--- src/rtl/br_perf_monitor.sv ---
//==============================================================================
// Module  : br_perf_monitor
// Brief   : Branch-prediction performance monitor with saturating counters,
//           sampling windows and longest-mispredict-run tracking.
// Revision: 1.0
//==============================================================================
`default_nettype none

module br_perf_monitor #(
    parameter int unsigned CNT_W   = 32,
    parameter int unsigned WIN_W   = 16,
    parameter int unsigned WIN_LEN = 1024,
    parameter int unsigned RUN_W   = 8
) (
    input  logic             clk_i,
    input  logic             rst_ni,
    input  logic             clear_i,
    input  logic             start_i,
    input  logic             stop_i,
    input  logic             instr_vld_i,
    input  logic             br_instr_i,
    input  logic             br_miss_i,
    output logic [CNT_W-1:0] instr_cnt_o,
    output logic [CNT_W-1:0] br_cnt_o,
    output logic [CNT_W-1:0] miss_cnt_o,
    output logic [RUN_W-1:0] max_run_o,
    output logic [WIN_W-1:0] win_br_o,
    output logic [WIN_W-1:0] win_miss_o,
    output logic             win_vld_o,
    output logic             ovf_o,
    output logic [1:0]       state_o
);

    localparam logic [1:0] S_IDLE   = 2'b00;
    localparam logic [1:0] S_COUNT  = 2'b01;
    localparam logic [1:0] S_FROZEN = 2'b10;

    logic [1:0]       r_state;
    logic [1:0]       w_state_nxt;
    logic             w_counting;
    logic [CNT_W-1:0] r_instr_cnt;
    logic [CNT_W-1:0] r_br_cnt;
    logic [CNT_W-1:0] r_miss_cnt;
    logic [RUN_W-1:0] r_cur_run;
    logic [RUN_W-1:0] r_max_run;
    logic [RUN_W-1:0] w_run_nxt;
    logic             r_ovf;
    logic             w_ovf_set;

    always_ff @(posedge clk_i or negedge rst_ni) begin
        if (!rst_ni) r_state <= S_IDLE;
        else         r_state <= w_state_nxt;
    end

    // stop outranks start, so start+stop in FROZEN or IDLE stays put
    always_comb begin
        w_state_nxt = r_state;
        if (clear_i) begin
            w_state_nxt = S_IDLE;
        end else begin
            case (r_state)
                S_IDLE:   if (!stop_i && start_i) w_state_nxt = S_COUNT;
                S_COUNT:  if (stop_i)             w_state_nxt = S_FROZEN;
                S_FROZEN: if (!stop_i && start_i) w_state_nxt = S_COUNT;
                default:                          w_state_nxt = S_IDLE;
            endcase
        end
    end

    always_comb begin
        w_counting = (r_state == S_COUNT);
        state_o    = r_state;
    end

    assign w_ovf_set = w_counting & ((instr_vld_i & (&r_instr_cnt)) |
                                     (br_instr_i  & (&r_br_cnt))    |
                                     (br_miss_i   & (&r_miss_cnt)));

    always_comb begin
        w_run_nxt = r_cur_run;
        if (w_counting && br_instr_i) begin
            if (!br_miss_i)        w_run_nxt = '0;
            else if (!(&r_cur_run)) w_run_nxt = r_cur_run + 1'b1;
        end
    end

    always_ff @(posedge clk_i or negedge rst_ni) begin
        if (!rst_ni) begin
            r_instr_cnt <= '0;
            r_br_cnt    <= '0;
            r_miss_cnt  <= '0;
            r_cur_run   <= '0;
            r_max_run   <= '0;
            r_ovf       <= 1'b0;
        end else if (clear_i) begin
            r_instr_cnt <= '0;
            r_br_cnt    <= '0;
            r_miss_cnt  <= '0;
            r_cur_run   <= '0;
            r_max_run   <= '0;
            r_ovf       <= 1'b0;
        end else if (w_counting) begin
            if (instr_vld_i && !(&r_instr_cnt)) r_instr_cnt <= r_instr_cnt + 1'b1;
            if (br_instr_i  && !(&r_br_cnt))    r_br_cnt    <= r_br_cnt + 1'b1;
            if (br_miss_i   && !(&r_miss_cnt))  r_miss_cnt  <= r_miss_cnt + 1'b1;
            r_cur_run <= w_run_nxt;
            if (w_run_nxt > r_max_run) r_max_run <= w_run_nxt;
            if (w_ovf_set) r_ovf <= 1'b1;
        end
    end

    assign instr_cnt_o = r_instr_cnt;
    assign br_cnt_o    = r_br_cnt;
    assign miss_cnt_o  = r_miss_cnt;
    assign max_run_o   = r_max_run;
    assign ovf_o       = r_ovf;

    generate
        if (WIN_LEN != 0) begin : g_win
            localparam logic [WIN_W-1:0] c_win_last = WIN_W'(WIN_LEN - 1);

            logic [WIN_W-1:0] r_win_icnt;
            logic [WIN_W-1:0] r_win_br;
            logic [WIN_W-1:0] r_win_miss;
            logic [WIN_W-1:0] r_win_br_out;
            logic [WIN_W-1:0] r_win_miss_out;
            logic             r_win_vld;
            logic [WIN_W-1:0] w_win_br_nxt;
            logic [WIN_W-1:0] w_win_miss_nxt;
            logic             w_win_end;

            // window counts including this cycle's events, saturating
            assign w_win_br_nxt   = (br_instr_i && !(&r_win_br))  ? r_win_br + 1'b1   : r_win_br;
            assign w_win_miss_nxt = (br_miss_i  && !(&r_win_miss)) ? r_win_miss + 1'b1 : r_win_miss;
            assign w_win_end      = w_counting & instr_vld_i & (r_win_icnt == c_win_last);

            always_ff @(posedge clk_i or negedge rst_ni) begin
                if (!rst_ni) begin
                    r_win_icnt     <= '0;
                    r_win_br       <= '0;
                    r_win_miss     <= '0;
                    r_win_br_out   <= '0;
                    r_win_miss_out <= '0;
                    r_win_vld      <= 1'b0;
                end else if (clear_i) begin
                    r_win_icnt     <= '0;
                    r_win_br       <= '0;
                    r_win_miss     <= '0;
                    r_win_br_out   <= '0;
                    r_win_miss_out <= '0;
                    r_win_vld      <= 1'b0;
                end else begin
                    r_win_vld <= w_win_end;
                    if (w_win_end) begin
                        r_win_br_out   <= w_win_br_nxt;
                        r_win_miss_out <= w_win_miss_nxt;
                        r_win_icnt     <= '0;
                        r_win_br       <= '0;
                        r_win_miss     <= '0;
                    end else if (w_counting) begin
                        if (instr_vld_i && !(&r_win_icnt)) r_win_icnt <= r_win_icnt + 1'b1;
                        r_win_br   <= w_win_br_nxt;
                        r_win_miss <= w_win_miss_nxt;
                    end
                end
            end

            assign win_br_o   = r_win_br_out;
            assign win_miss_o = r_win_miss_out;
            assign win_vld_o  = r_win_vld;
        end else begin : g_no_win
            assign win_br_o   = '0;
            assign win_miss_o = '0;
            assign win_vld_o  = 1'b0;
        end
    endgenerate

endmodule

`default_nettype wire

--- config.mk ---
export PLATFORM = sky130hd
export DESIGN_NAME = br_perf_monitor
export DESIGN_NICKNAME = d
export VERILOG_FILES = /design/src/rtl/br_perf_monitor.sv
export SDC_FILE = /design/constraint.sdc
export NUM_CORES = 1
export LEC_CHECK = 0
export BUFFER_PORTS_ARGS = -buffer_cell sky130_fd_sc_hd__buf_4
export CELL_PAD_IN_SITES_DETAIL_PLACEMENT = 1
export CELL_PAD_IN_SITES_GLOBAL_PLACEMENT = 2
export CORE_ASPECT_RATIO = 1.5
export CORE_MARGIN = 2
export CORE_UTILIZATION = 39
export DETAILED_ROUTE_END_ITERATION = 10
export PLACE_DENSITY_LB_ADDON = 0.1
export SYNTH_ARGS = -nofsm -noshare
export SYNTH_HDL_FRONTEND = slang
export SYNTH_SLANG_ARGS = --single-unit
--- constraint.sdc ---
create_clock -name clk_i -period 5.2 [get_ports clk_i]
set_input_delay 0 -clock clk_i [delete_from_list [all_inputs] [get_ports clk_i]]
set_output_delay 0 -clock clk_i [all_outputs]
set_load 0.02 [all_outputs]
# After elaboration in Yosys (flattened, before gate mapping)
# Cells that the tools add are included.
dict set report word_totals {
  reg_bits 196
  in_bits 8
  output_inout_bits 140
  elab_cells 115
}
dict set report classes {
  addsub 7
  magnitude_cmp 1
  n_eq_ne 5
  muxes 41
  bitwise 8
  n_reduce_logical 40
}
# cell count
set ops {}
lappend ops {{2-to-1 mux 32 bit} 9}
lappend ops {{2-to-1 mux 16 bit} 16}
lappend ops {{adder 32 x 1 -> 32 bit (second input constant)} 3}
lappend ops {{AND reduction 32 bit} 3}
lappend ops {{2-to-1 mux 8 bit} 8}
lappend ops {{adder 16 x 1 -> 16 bit (second input constant)} 3}
lappend ops {{AND reduction 16 bit} 3}
lappend ops {{equality test 16 x 10 -> 1 bit (second input constant)} 1}
lappend ops {{AND reduction 2 bit} 7}
lappend ops {{nonzero test 2 bit} 7}
lappend ops {{adder 8 x 1 -> 8 bit (second input constant)} 1}
lappend ops {{> comparator 8 bit} 1}
lappend ops {{logical AND 1 bit} 8}
lappend ops {{AND reduction 8 bit} 1}
lappend ops {{logical NOT 1 bit} 7}
lappend ops {{AND 1 bit} 6}
lappend ops {{2-to-1 mux 2 bit} 3}
lappend ops {{nonzero test 3 bit} 2}
lappend ops {{2-to-1 mux 1 bit} 4}
lappend ops {{case mux 2 bit (2 select lines)} 1}
lappend ops {{!= test 3 x 1 -> 1 bit (second input constant)} 1}
lappend ops {{!= test 3 bit (second input constant)} 1}
lappend ops {{equality test 2 x 1 -> 1 bit (second input constant)} 1}
lappend ops {{equality test 2 bit (second input constant)} 1}
lappend ops {{3 further kinds} 4}

# Depth between registers and ports, before layout
# Gate-level depths: netlist of the first run.
dict set report logic_depth {
  depth_word 8
  mapped_depth 13
}

# Worst setup path after synthesis of the first run
# OpenSTA, ideal clock, no wires.
dict set report synth_timing {
  path_kind {reg-to-reg}
  startpoint {reg r_state[0], in the netlist state_o[0]}
  endpoint {reg r_max_run[2], in the netlist max_run_o[2]}
  setup_ns 0.066
  arrival_ns 2.830
  setup_slack_ns 2.303
  stages_incl_launch_ff 14
  period_less_slack_ns 2.897
  cell_sequence {dfrtp_1 buf_2 nand3b_1 clkbuf_1 clkbuf_1 a221oi_1 inv_1 ha_1 nand2_1 o31a_1 o211ai_1 and2_1 clkbuf_1 a22o_1}
}
dict set report synth_via {
  elab_chain_len 6
  elab_cells_between_ends 10
}
# element line_no
set synth_rtl {}
lappend synth_rtl {{from (decl)} 38} ;# logic [1:0] r_state;
lappend synth_rtl {{from (signal assigned)} 52} ;# else r_state <= w_state_nxt;
lappend synth_rtl {{equality test 2 x 1 -> 1 bit *} 71} ;# w_counting = (r_state == S_COUNT);
lappend synth_rtl {{logical AND 1 bit} 81} ;# if (w_counting && br_instr_i) begin
lappend synth_rtl {{2-to-1 mux 8 bit} 81}
lappend synth_rtl {{> comparator 8 bit or 2-to-1 mux 8 bit (tied branches)} 107} ;# if (w_run_nxt > r_max_run) r_max_run <= w_run_nxt;
lappend synth_rtl {{nonzero test 2 bit (no source line) or 2-to-1 mux 8 bit (tied branches)} -}
lappend synth_rtl {{AND reduction 2 bit (no source line) or 2-to-1 mux 8 bit (tied branches)} -}
lappend synth_rtl {{to (signal assigned)} 107}
lappend synth_rtl {{to (decl)} 45} ;# logic [RUN_W-1:0] r_max_run;
# Mark *: on every way between the ends. The rest lies on a longest branch, timed or not. The select of a mux whose other input is x is not followed.
# A chain may end at the register's enable or synchronous reset.

# Worst setup path after layout of the first run
# Ends and elaborated chain as after synthesis.

==> results of run 1 <==
cell usage after synthesis (all sizes together), types with 32 or more instances:
library cell,instances,area [µm²]
dfrtp,196,4900
nor2,120,453
a21oi,100,504
nand2,70,263
clkbuf,61,230
nand3,59,295
o21ai,58,290
xnor2,55,482
nand4,47,294
or3,36,225
xor2,34,298
or4,33,251
nor4,32,206
cell families (layout without fill, tap and decap cells):
logic type,Yosys count,in the layout
adder cells (fa/ha/maj),15,15
AO/OA/AOI/OAI,277,277
other,0,1
buffers and inverters,98,215
multiplexers,13,13
AND/OR/NAND/NOR,510,510
flip-flops,196,196
XOR/XNOR,89,89
worst reg2reg max path, stage by stage, from the launching register on:
cell,delay [ps]
dfrtp_1,530
nand3b_1,680
nor2_1,450
a21oi_1,150
nor3_1,330
ha_1,320
a21oi_1,200
o211ai_1,130
o211ai_1,230
and2_1,360
a22o_1,210
worst paths after layout:
path / end / slack, ps / cells past startpoint / startpoint
setup reg to reg: max_run_o[2] / 1560 / 10 / state_o[0]
max in group asynchronous: g_win.r_win_icnt[3] / 3960 / 3 / rst_ni
hold reg to reg: win_miss_o[4] / 530 / 1 / win_miss_o[4]
setup / recovery: max_run_o[2] / 1560 / 10 / state_o[0]
hold / removal: r_cur_run[2] / 40 / 3 / br_miss_i
min in group asynchronous: br_cnt_o[10] / 130 / 2 / rst_ni
cell type report:
class                   count  share of cell area
diodes                      1            0.000194
clock inverters            10              0.0118
well taps                 346              0.0335
repair buffers            161              0.0960
flip-flops and latches    196               0.380
multi-input cells         904               0.436
clock buffers              22              0.0367
inverters                  22             0.00639
per-stage QoR:
stage	setup slack (ps)	hold WS (ps)	utilization	cells
2_1_floorplan	2300	-296	-	1198
3_3_place_gp	1760	101	0.440	1624
3_5_place_dp	1560	92.2	0.440	1624
4_1_cts	1550	20.2	0.465	1661
5_1_grt	1210	100	0.465	1661
6_report	1560	43.6	0.465	1662
state kept, by name (all words and copies together) (netlist names):
signal and flops:
win_vld_o 1, max_run_o 8, win_br_o 16, g_win.r_win_br 16, r_cur_run 8, g_win.r_win_miss 16
win_miss_o 16, state_o 2, ovf_o 1, instr_cnt_o 32, g_win.r_win_icnt 16, miss_cnt_o 32
br_cnt_o 32
power by group:
group / switching [W] / leakage (nW) / total (W) / internal (W)
Clock: 0.000608 / 0.310 / 0.00145 / 0.000841
Combinational: 0.0000893 / 2.23 / 0.000112 / 0.0000222
Sequential: 0.00000532 / 2.74 / 0.00153 / 0.00153
layer usage:
metal,wire [µm],GRT usage
met5,0,0
met4,664,0.0700
met3,871,0.0353
met2,16800,0.401
met1,14300,0.284
==> summary.md, run 1 <==
| Metric | Value |
|---|---|
| Vias in the first global route | `roughly 10000` |
| Drt first-iter violations | `around 400` |
| Critical Path End Type | `register` |
| Worst skew pair latency | `~450 ps` |
| Die height | `between 200 and 250 µm` |
| WL per Instance | `a little under 20 µm` |
| Critical path buffers and inverters | `0` |
| Footprint of the multi-input gates | `roughly 5600 µm²` |
| Total Routing Usage GR | `0.227` |
| Synth Area per Inst | `approximately 9 µm²` |
| DRC Markers | `0` |
| Max_cap viols | `0` |
| Worst EP required | `5580 ps` |
| Status | `completed` |
| Root buffer cell | `clkbuf_16` |
| Post-Syn Area | `approximately 11000 µm²` |
| Core area | `around 28000 µm²` |
| Antenna-violating nets left | `0` |
| Synthesis-to-finish area growth | `18.4%` |
| First-pass GRT wire length | `~54000 µm` |
| Slew headroom | `0.135` |
| Crit-path cells | `nand3b_1 -> nor2_1 -> a21oi_1 -> nor3_1 -> ha_1 -> a21oi_1 -> o211ai_1 -> o211ai_1 -> and2_1 -> a22o_1` |
| Die Wd | `approximately 140 µm` |
| Multiplexer share of the synthesized area | `0.0125` |
| Total power | `0.00309 W` |
| Commonest non-fill, non-tap cell in the layout | `dfrtp_1` |
| Delay of the slowest critical-path stage | `roughly 670 ps` |
| Hold Fails Final Rpt | `0` |
| Slowest CP cell | `nand3b_1` |
| WL final | `around 33000 µm` |
| CTS Buf Count | `17` |
| Commonest cells after routing, fill and taps aside | `196 x dfrtp_1, 154 x buf_4, 119 x nor2_1, 99 x a21oi_1, 70 x nand2_1` |
| Hold Path Class | `in -> reg` |
| Final Max Tran Viols | `0` |
| Cell count after synthesis | `between 1000 and 1500` |
| Number of synthesized register bits | `between 150 and 200` |
| EDFF count, synth | `0` |
| Gr ovfl total | `0` |
| Fmax | `275 MHz` |
| Final nets | `roughly 1300` |
| Placed wire-length estimate | `22600 µm` |
| Initial antenna violation count | `0` |
| Async SR Flop Fraction | `1.00` |
| CTS tree | `built` |
| Layout cells sized above 1 | `0.157` |
| Cell leakage power | `5.28 nW` |
| Post-synth cell types | `slightly above 60` |
| CP Class | `reg -> reg` |
| CP arrival | `roughly 4000 ps` |
| Largest family of logic cells by synthesized area | `simple AND/OR/NAND/NOR gates` |
| Final instance area | `about 13000 µm²` |
| FILL cells | `3212` |
| Yosys warnings | `0` |
| Unrepaired setup endpoints after global routing | `false` |
| Via count | `between 9000 and 10000` |
| Synth Area in Adders | `0.0172` |
| DR vias/cell | `slightly below 6` |
| DRT Pass-1 Iters | `4` |
| Final setup violation count | `0` |
| Post-CTS Resized | `0` |
| Syn Nets | `approximately 1200` |
| CTS max path bufs | `2` |
| CTS Sinks | `between 150 and 200` |
| Compound-Gate Fraction of Synth Area | `0.160` |
| Seq/Total Area, Yosys | `0.450` |
| Standard-cell rows | `75` |
| Main synth FF type | `dfrtp_1` |
| Cell Pwr Density | `~240 nW/µm²` |
| Pin count of the biggest net entering global routing | `about 120` |
| VDD IR max | `around 230 µV` |
| Port Buf Inserts | `147` |
| Register area | `4900 µm²` |
| Crit start category | `register` |
| Period minus WS final | `3640 ps` |
| Post-DP Area | `~12000 µm²` |
| Die ar. | `approximately 30000 µm²` |
| # IOs | `about 150` |
| CTS H-Tree Depth | `4` |
| Post-CTS Hold Buffers | `5` |
| Delay-heaviest family, CP | `simple AND/OR/NAND/NOR gates` |
| Final Cycle Share | `0.700` |
| Starting density of the core | `0.393` |
| Clk_skew | `9.43 ps` |
| Post-route setup TNS | `0 ps` |
| Gp weighted congestion | `approximately 0.79` |
| Simple-Gate Fraction of Synth Area | `0.253` |
| Critical Path Fanout Max | `22` |
| Tightest Pin Transition | `between 1000 and 1500 ps` |
| XOR/XNOR share of the synthesized area | `0.0715` |
| Postcts setup bufs | `0` |
| Worst-path clk slew | `80 ps` |
Power figures use the tool's default switching activity.
==> run 2: changes to the inputs <==
--- a/config.mk
+++ b/config.mk
@@ -10,7 +10,7 @@
 export CELL_PAD_IN_SITES_GLOBAL_PLACEMENT = 2
 export CORE_ASPECT_RATIO = 1.5
 export CORE_MARGIN = 2
-export CORE_UTILIZATION = 39
+export CORE_UTILIZATION = 32
 export DETAILED_ROUTE_END_ITERATION = 10
 export PLACE_DENSITY_LB_ADDON = 0.1
 export SYNTH_ARGS = -nofsm -noshare
==> constraint.sdc (replaced) <==
create_clock -name clk_i -period 3.1 [get_ports clk_i]
set_input_delay 0 -clock clk_i [delete_from_list [all_inputs] [get_ports clk_i]]
set_output_delay 0 -clock clk_i [all_outputs]
set_load 0.02 [all_outputs]
==> run 2 against run 1 <==
Power is 68% higher; non-clock buffer count is 19 higher; final cell count is 5.5% higher; critical path depth is 1 higher; register-to-register slack worse by 1300 ps; maximum frequency is 29% higher; die area is 21% higher; clock power is 68% higher; count of clock-buffer cells in the layout is 3 lower; largest power group unchanged; highest routed layer unchanged.
==> summary.md, run 2 (synthesis results as in run 1) <==
| Metric | Value |
|---|---|
| Clock power share | `0.467 (-0.002)` |
| Hold Fails Final Rpt | `0 (unchanged)` |
| Synthesis-to-finish area growth | `21.0%` |
| Port Buf Inserts | `147 (unchanged)` |
| Hold Crit Start | `br_miss_i` |
| Gp weighted congestion | `0.785 (-1.1%)` |
| Unrepaired setup endpoints after global routing | `false` |
| Worst R2R Setup Slack | `270 ps (-1290 ps)` |
| Vias in the first global route | `10100 (+0.71%)` |
| Die ar. | `35600 µm² (+21%)` |
| CTS Buf Count | `17 (unchanged)` |
| WL per Instance | `19.4 µm (-0.95%)` |
| Commonest cells after routing, fill and taps aside | `195 x dfrtp_1, 170 x buf_4, 118 x nor2_1, 99 x a21oi_1, 70 x nand2_1` |
| Switching Share | `0.235 (+0.00725)` |
| CTS tree | `built` |
| Starting density of the core | `0.325 (-0.0676)` |
| Pre-CTS WS | `162 ps (-1400 ps)` |
| Total Routing Usage GR | `0.195 (-0.0313)` |
| R2R depth | `11 (+1)` |
| Antenna-violating nets left | `0 (unchanged)` |
| Combinational power share | `0.039 (+0.003)` |
| Final Max Tran Viols | `0 (unchanged)` |
| # diodes | `0 (-1)` |
| Core area | `33500 µm² (+21%)` |
| Crit Reg-Reg Endpoint | `max_run_o[6]` |
| Worst EP required | `3440 ps (-2140 ps)` |
| Post-route setup TNS | `0 ps (unchanged)` |
| DRT Pass-1 Iters | `4 (unchanged)` |
| Number of stages on the worst hold path | `3 (unchanged)` |
| Placed wire-length estimate | `24200 µm (+6.9%)` |
| Crit-path cells | `ha_2 -> nand2_1 -> or3b_2 -> a21oi_1 -> nor2_1 -> ha_1 -> nand2_1 -> o31ai_1 -> o211ai_1 -> and2_4 -> a22o_1` |
| Critical Path End Type | `register` |
| Delay of the slowest critical-path stage | `450 ps (-220 ps)` |
| Sequential share of power | `0.494 (about the same)` |
| Root buffer cell | `clkbuf_16` |
| Cell leakage power | `5.36 nW (+1.6%)` |
| DR vias/cell | `5.58 (-4.9%)` |
| Via count | `9780 (+0.38%)` |
| Initial antenna violation count | `0 (unchanged)` |
| Final setup violation count | `0 (unchanged)` |
| Status | `completed` |
| Die Wd | `155 µm (+10%)` |
| Clk_skew | `9.83 ps (+0.396 ps)` |
| VDD IR max | `348 µV (+54%)` |
| Pin count of the biggest net entering global routing | `122 (+6.1%)` |
| First-pass GRT wire length | `55700 µm (+3.2%)` |
| Final std cells w/o fill | `1754 (+5.5%)` |
| WL final | `34100 µm (+4.5%)` |
| PnR worst setup slack | `270 ps (-1290 ps)` |
| P_sw | `0.00122 W (+73%)` |
| Worst-path clk slew | `70 ps (about the same)` |
| Critical path's most frequent cell | `nand2_1` |
| Delay-heaviest family, CP | `simple AND/OR/NAND/NOR gates` |
| Die height | `230 µm (+10%)` |
| R2r startpoint | `r_cur_run[1]` |
| FILL cells | `3877 (+21%)` |
| Drt first-iter violations | `394 (+1.3%)` |
| Tightest Pin Transition | `1020 ps (-264 ps)` |
| Gr ovfl total | `0 (unchanged)` |
| CP Class | `reg -> reg` |
| Final nets | `1344 (+1.4%)` |
| Critical Path Fanout Max | `8 (-64%)` |
| Worst skew pair latency | `460 ps (about the same)` |
| Total power | `0.00520 W (+68%)` |
| # IOs | `148 (unchanged)` |
| Fmax | `353 MHz (+29%)` |
| Final Util | `0.393 (-0.0717)` |
| Final Cycle Share | `0.913 (+0.213)` |
| DRC Markers | `0 (unchanged)` |
| Period minus WS final | `2830 ps (-809 ps)` |
| Slowest CP cell | `or3b_2` |
| Commonest non-fill, non-tap cell in the layout | `dfrtp_1` |
| Design internal power | `0.00398 W (+66%)` |
| CTS H-Tree Depth | `4 (unchanged)` |
| CP arrival | `3170 ps (-850 ps)` |
| CTS Sinks | `196 (unchanged)` |
| Slew headroom | `0.313 (+0.178)` |
| Placed cells | `1717 (+5.7%)` |
| Critical path buffers and inverters | `0 (unchanged)` |
| Max_cap viols | `0 (unchanged)` |
| Hold EP | `r_cur_run[2]` |
| Postcts setup bufs | `0 (unchanged)` |
| Cell Pwr Density | `394 nW/µm² (+64%)` |
| CTS max path bufs | `2 (unchanged)` |
| Crit start category | `register` |
| Layout cells sized above 1 | `0.173 (+0.0165)` |
| Standard-cell rows | `82 (+9.3%)` |
| Hold Path Class | `in -> reg` |
## run 2: power by group through the flow
| stage | logic [W] | clock network (W) | registers, W |
|---|---|---|---|
| finish | 0.000205 | 0.00243 | 0.00257 |
| global route | 0.000232 | 0.00258 | 0.00257 |
| CTS | 0.000214 | 0.00251 | 0.00257 |
| detailed placement | 0.000209 | 0 | 0.00262 |
| global placement | 0.000207 | 0 | 0.00262 |
| floorplan | 0.0000792 | 0 | 0.00262 |
## run 2: worst max-delay path by stage
stage                      start  cells past startpoint           end
global route        r_cur_run[1]                     11  max_run_o[6]
global placement    r_cur_run[0]                     11  max_run_o[6]
floorplan             state_o[0]                     13  max_run_o[2]
finish              r_cur_run[1]                     11  max_run_o[6]
CTS                 r_cur_run[0]                     11  max_run_o[6]
detailed placement  r_cur_run[0]                     11  max_run_o[5]
## run 2: timing repair
action,in CTS,in global routing
hold endpoints to repair,65,0
setup endpoints to repair,0,8
resized for setup,0,6
hold buffers,5,0
## run 2: cell type report
cell class / instances / area (µm²) / area share
clock buffer: 19 / 443 / 0.0336
clock inverter: 13 / 183 / 0.0138
timing repair buffer: 180 / 1420 / 0.108
inverter: 22 / 82.6 / 0.00626
tap: 420 / 526 / 0.0398
multi-input combinational: 904 / 5630 / 0.427
sequential: 196 / 4910 / 0.372
## run 2: through the flow
stage | hold WS, ps | area, µm²
finish | 46.6 | 13200
global route | 62.1 | 13200
CTS | 29.8 | 13200
detailed placement | 46.4 | 12500
global placement | 48.4 | 12500
floorplan | -296 | 10900
## run 2: metal layers
metal  routed length [µm]  global-route usage  vias up
li1                     -                   -     4693
met1                15000               0.242     4914
met2                17500               0.348      145
met3                  975              0.0264       28
met4                  584              0.0637        0
met5                    0                   0        -
## run 2: worst min-delay path, cell delays in order
cell	delay (ps)
buf_4	190
a21oi_1	190
nor3_1	70
==> run 3: changes to the inputs <==
--- a/config.mk
+++ b/config.mk
@@ -12,7 +12,7 @@
 export CORE_MARGIN = 2
 export CORE_UTILIZATION = 32
 export DETAILED_ROUTE_END_ITERATION = 10
-export PLACE_DENSITY_LB_ADDON = 0.1
+export PLACE_DENSITY = 0.73
 export SYNTH_ARGS = -nofsm -noshare
 export SYNTH_HDL_FRONTEND = slang
 export SYNTH_SLANG_ARGS = --single-unit
==> run 3 against run 2 <==
Flip-flop and latch count did not move; sequential power barely moved; core utilization fell by 0.15 points; worst setup slack got worse by 52 ps; final area fell by 0.37%; die area did not move; final cell count rose by 0.29%.
==> summary.md, run 3 (synthesis results as in run 1) <==
| Metric | Value |
|---|---|
| Status | `completed` |
| Unrepaired setup endpoints after global routing | `false` |
| Combinational power share | `0.042 (+0.003)` |
| Vias in the first global route | `10200 (+0.89%)` |
| Crit-path cells | `ha_2 -> nand2_1 -> or3b_2 -> a21oi_1 -> nor2_1 -> ha_1 -> nand2_1 -> o31ai_1 -> o211ai_1 -> and2_4 -> a22o_1` |
| Delay of the slowest critical-path stage | `460 ps (about the same)` |
| CTS Buf Count | `17 (unchanged)` |
| Initial antenna violation count | `0 (unchanged)` |
| Total power | `0.00498 W (-4.2%)` |
| Final Max Tran Viols | `0 (unchanged)` |
| Slew headroom | `0.389 (+0.0761)` |
| Delay-heaviest family, CP | `simple AND/OR/NAND/NOR gates` |
| Max_cap viols | `0 (unchanged)` |
| Gp weighted congestion | `0.821 (+4.6%)` |
| Core area | `33500 µm² (unchanged)` |
| Synthesis-to-finish area growth | `20.6%` |
| Fmax | `347 MHz (-1.8%)` |
| Period minus WS final | `2880 ps (+51.7 ps)` |
| Critical Path End Type | `register` |
| VDD IR max | `335 µV (-3.7%)` |
| Final Cycle Share | `0.930 (+0.0167)` |
| CP arrival | `3220 ps (+50 ps)` |
| Placed wire-length estimate | `24200 µm (about the same)` |
| Die ar. | `35600 µm² (unchanged)` |
| Pin count of the biggest net entering global routing | `122 (unchanged)` |
| # diodes | `0 (unchanged)` |
| Die height | `230 µm (unchanged)` |
| Via count | `9830 (+0.51%)` |
| Sequential share of power | `0.516 (+0.022)` |
| Clock power share | `0.443 (-0.024)` |
| Number of stages on the worst hold path | `3 (unchanged)` |
| Total Routing Usage GR | `0.196 (+0.000425)` |
| DR vias/cell | `5.59 (+0.23%)` |
| WL final | `34300 µm (+0.73%)` |
| Pre-CTS WS | `146 ps (-15.9 ps)` |
| Commonest cells after routing, fill and taps aside | `196 x dfrtp_1, 179 x buf_4, 118 x nor2_1, 99 x a21oi_1, 70 x nand2_1` |
| Clk_skew | `9.60 ps (-0.226 ps)` |
| R2r startpoint | `r_cur_run[0]` |
| PnR worst setup slack | `218 ps (-51.7 ps)` |
| Worst-path clk slew | `70 ps (about the same)` |
| Standard-cell rows | `82 (unchanged)` |
| Critical path buffers and inverters | `0 (unchanged)` |
| Worst R2R Setup Slack | `220 ps (-50 ps)` |
| Levels on crit path | `11 (unchanged)` |
| Cell Pwr Density | `379 nW/µm² (-3.8%)` |
| P_sw | `0.00122 W (about the same)` |
| Hold Crit Start | `br_miss_i` |
| Die Wd | `155 µm (unchanged)` |
| Gr ovfl total | `0 (unchanged)` |
| Final nets | `1350 (+0.45%)` |
| Critical Path Fanout Max | `8 (unchanged)` |
| CTS H-Tree Depth | `4 (unchanged)` |
| CP Launch Point | `r_cur_run[0]` |
| Tightest Pin Transition | `909 ps (-113 ps)` |
| R2R depth | `11 (unchanged)` |
| Starting density of the core | `0.325 (unchanged)` |
| Final setup violation count | `0 (unchanged)` |
| Root buffer cell | `clkbuf_16` |
| Cell leakage power | `5.36 nW (about the same)` |
| CTS Sinks | `196 (unchanged)` |
| Drt first-iter violations | `446 (+13%)` |
| Post-DP Area | `12500 µm² (+0.16%)` |
| First-pass GRT wire length | `56200 µm (+0.99%)` |
| DRC Markers | `0 (unchanged)` |
| WL per Instance | `19.5 µm (+0.44%)` |
| CP Class | `reg -> reg` |
| CTS tree | `built` |
| WHS | `37.9 ps (-8.74 ps)` |
| Final instance area | `13100 µm² (-0.37%)` |
| Critical path's most frequent cell | `nand2_1` |
| Design internal power | `0.00376 W (-5.5%)` |
| Hold Path Class | `in -> reg` |
| Antenna-violating nets left | `0 (unchanged)` |
| Post-route setup TNS | `0 ps (unchanged)` |
| Port Buf Inserts | `147 (unchanged)` |
| Commonest non-fill, non-tap cell in the layout | `dfrtp_1` |
| Crit start category | `register` |
| Worst EP required | `3440 ps (about the same)` |
| CTS max path bufs | `2 (unchanged)` |
| Hold Fails Final Rpt | `0 (unchanged)` |
| Worst skew pair latency | `450 ps (about the same)` |
| DRT Pass-1 Iters | `5 (+1)` |
| # IOs | `148 (unchanged)` |
| Layout cells sized above 1 | `0.176 (+0.00309)` |
| Switching Share | `0.245 (+0.0104)` |
| Slowest CP cell | `or3b_2` |
run 3: cell count changes in the layout (fill, tap and decap cells not counted), sizes merged, moves of 2 or more:
cell and change:
inv +2, clkinvlp -2, buf +7, bufinv -3
run 3: path summary, 6_finish.rpt:
kind,endpoint
worst max-delay path,max_run_o[2]
worst min-delay path,win_miss_o[4]
worst max register to register,max_run_o[2]
worst min register to register,win_miss_o[4]
max in group asynchronous,miss_cnt_o[15]
min in group asynchronous,br_cnt_o[3]
run 3: layer usage:
layer / GRT usage / part of all wire / up-vias
li1: - / - / 4698
met1: 0.243 / 0.43 / 4970
met2: 0.349 / 0.52 / 137
met3: 0.0271 / 0.028 / 25
met4: 0.0619 / 0.019 / 0
met5: 0 / 0 / -
run 3: power by group through the flow:
| stage | Sequential (W) | Combinational, W | Clock (W) |
|---|---|---|---|
| floorplan | 0.00262 | 0.0000792 | 0 |
| global placement | 0.00262 | 0.000210 | 0 |
| detailed placement | 0.00262 | 0.000211 | 0 |
| CTS | 0.00257 | 0.000215 | 0.00229 |
| global route | 0.00257 | 0.000233 | 0.00236 |
| finish | 0.00257 | 0.000208 | 0.00220 |
run 3: worst reg2reg max path, stage by stage, from the launching register on:
cell and delay, ps:
dfrtp_1 410, ha_2 250, nand2_1 120, or3b_2 460, a21oi_1 150, nor2_1 90
ha_1 280, nand2_1 80, o31ai_1 270, o211ai_1 190, and2_4 230, a22o_1 230
run 3: per-stage QoR:
stage / utilization / instances
6_report: 0.392 / 1759
5_1_grt: 0.392 / 1759
4_1_cts: 0.391 / 1758
3_5_place_dp: 0.373 / 1723
3_3_place_gp: 0.373 / 1723
2_1_floorplan: - / 1198
run 3: cell type report:
type | instances | area [µm²]
Clock buffer | 20 | 457
Clock inverter | 11 | 104
Fill cell | 3904 | 20400
Inverter | 22 | 82.6
Multi-Input combinational cell | 904 | 5630
Sequential cell | 196 | 4900
Tap cell | 420 | 526
Timing Repair Buffer | 186 | 1440
run 3: timing repair:
action                     4_1_cts  5_1_grt
hold endpoints to repair        65        0
setup buffers                    0        1
setup endpoints to repair        0        6
gates resized for setup          0        5
hold buffers                     4        0
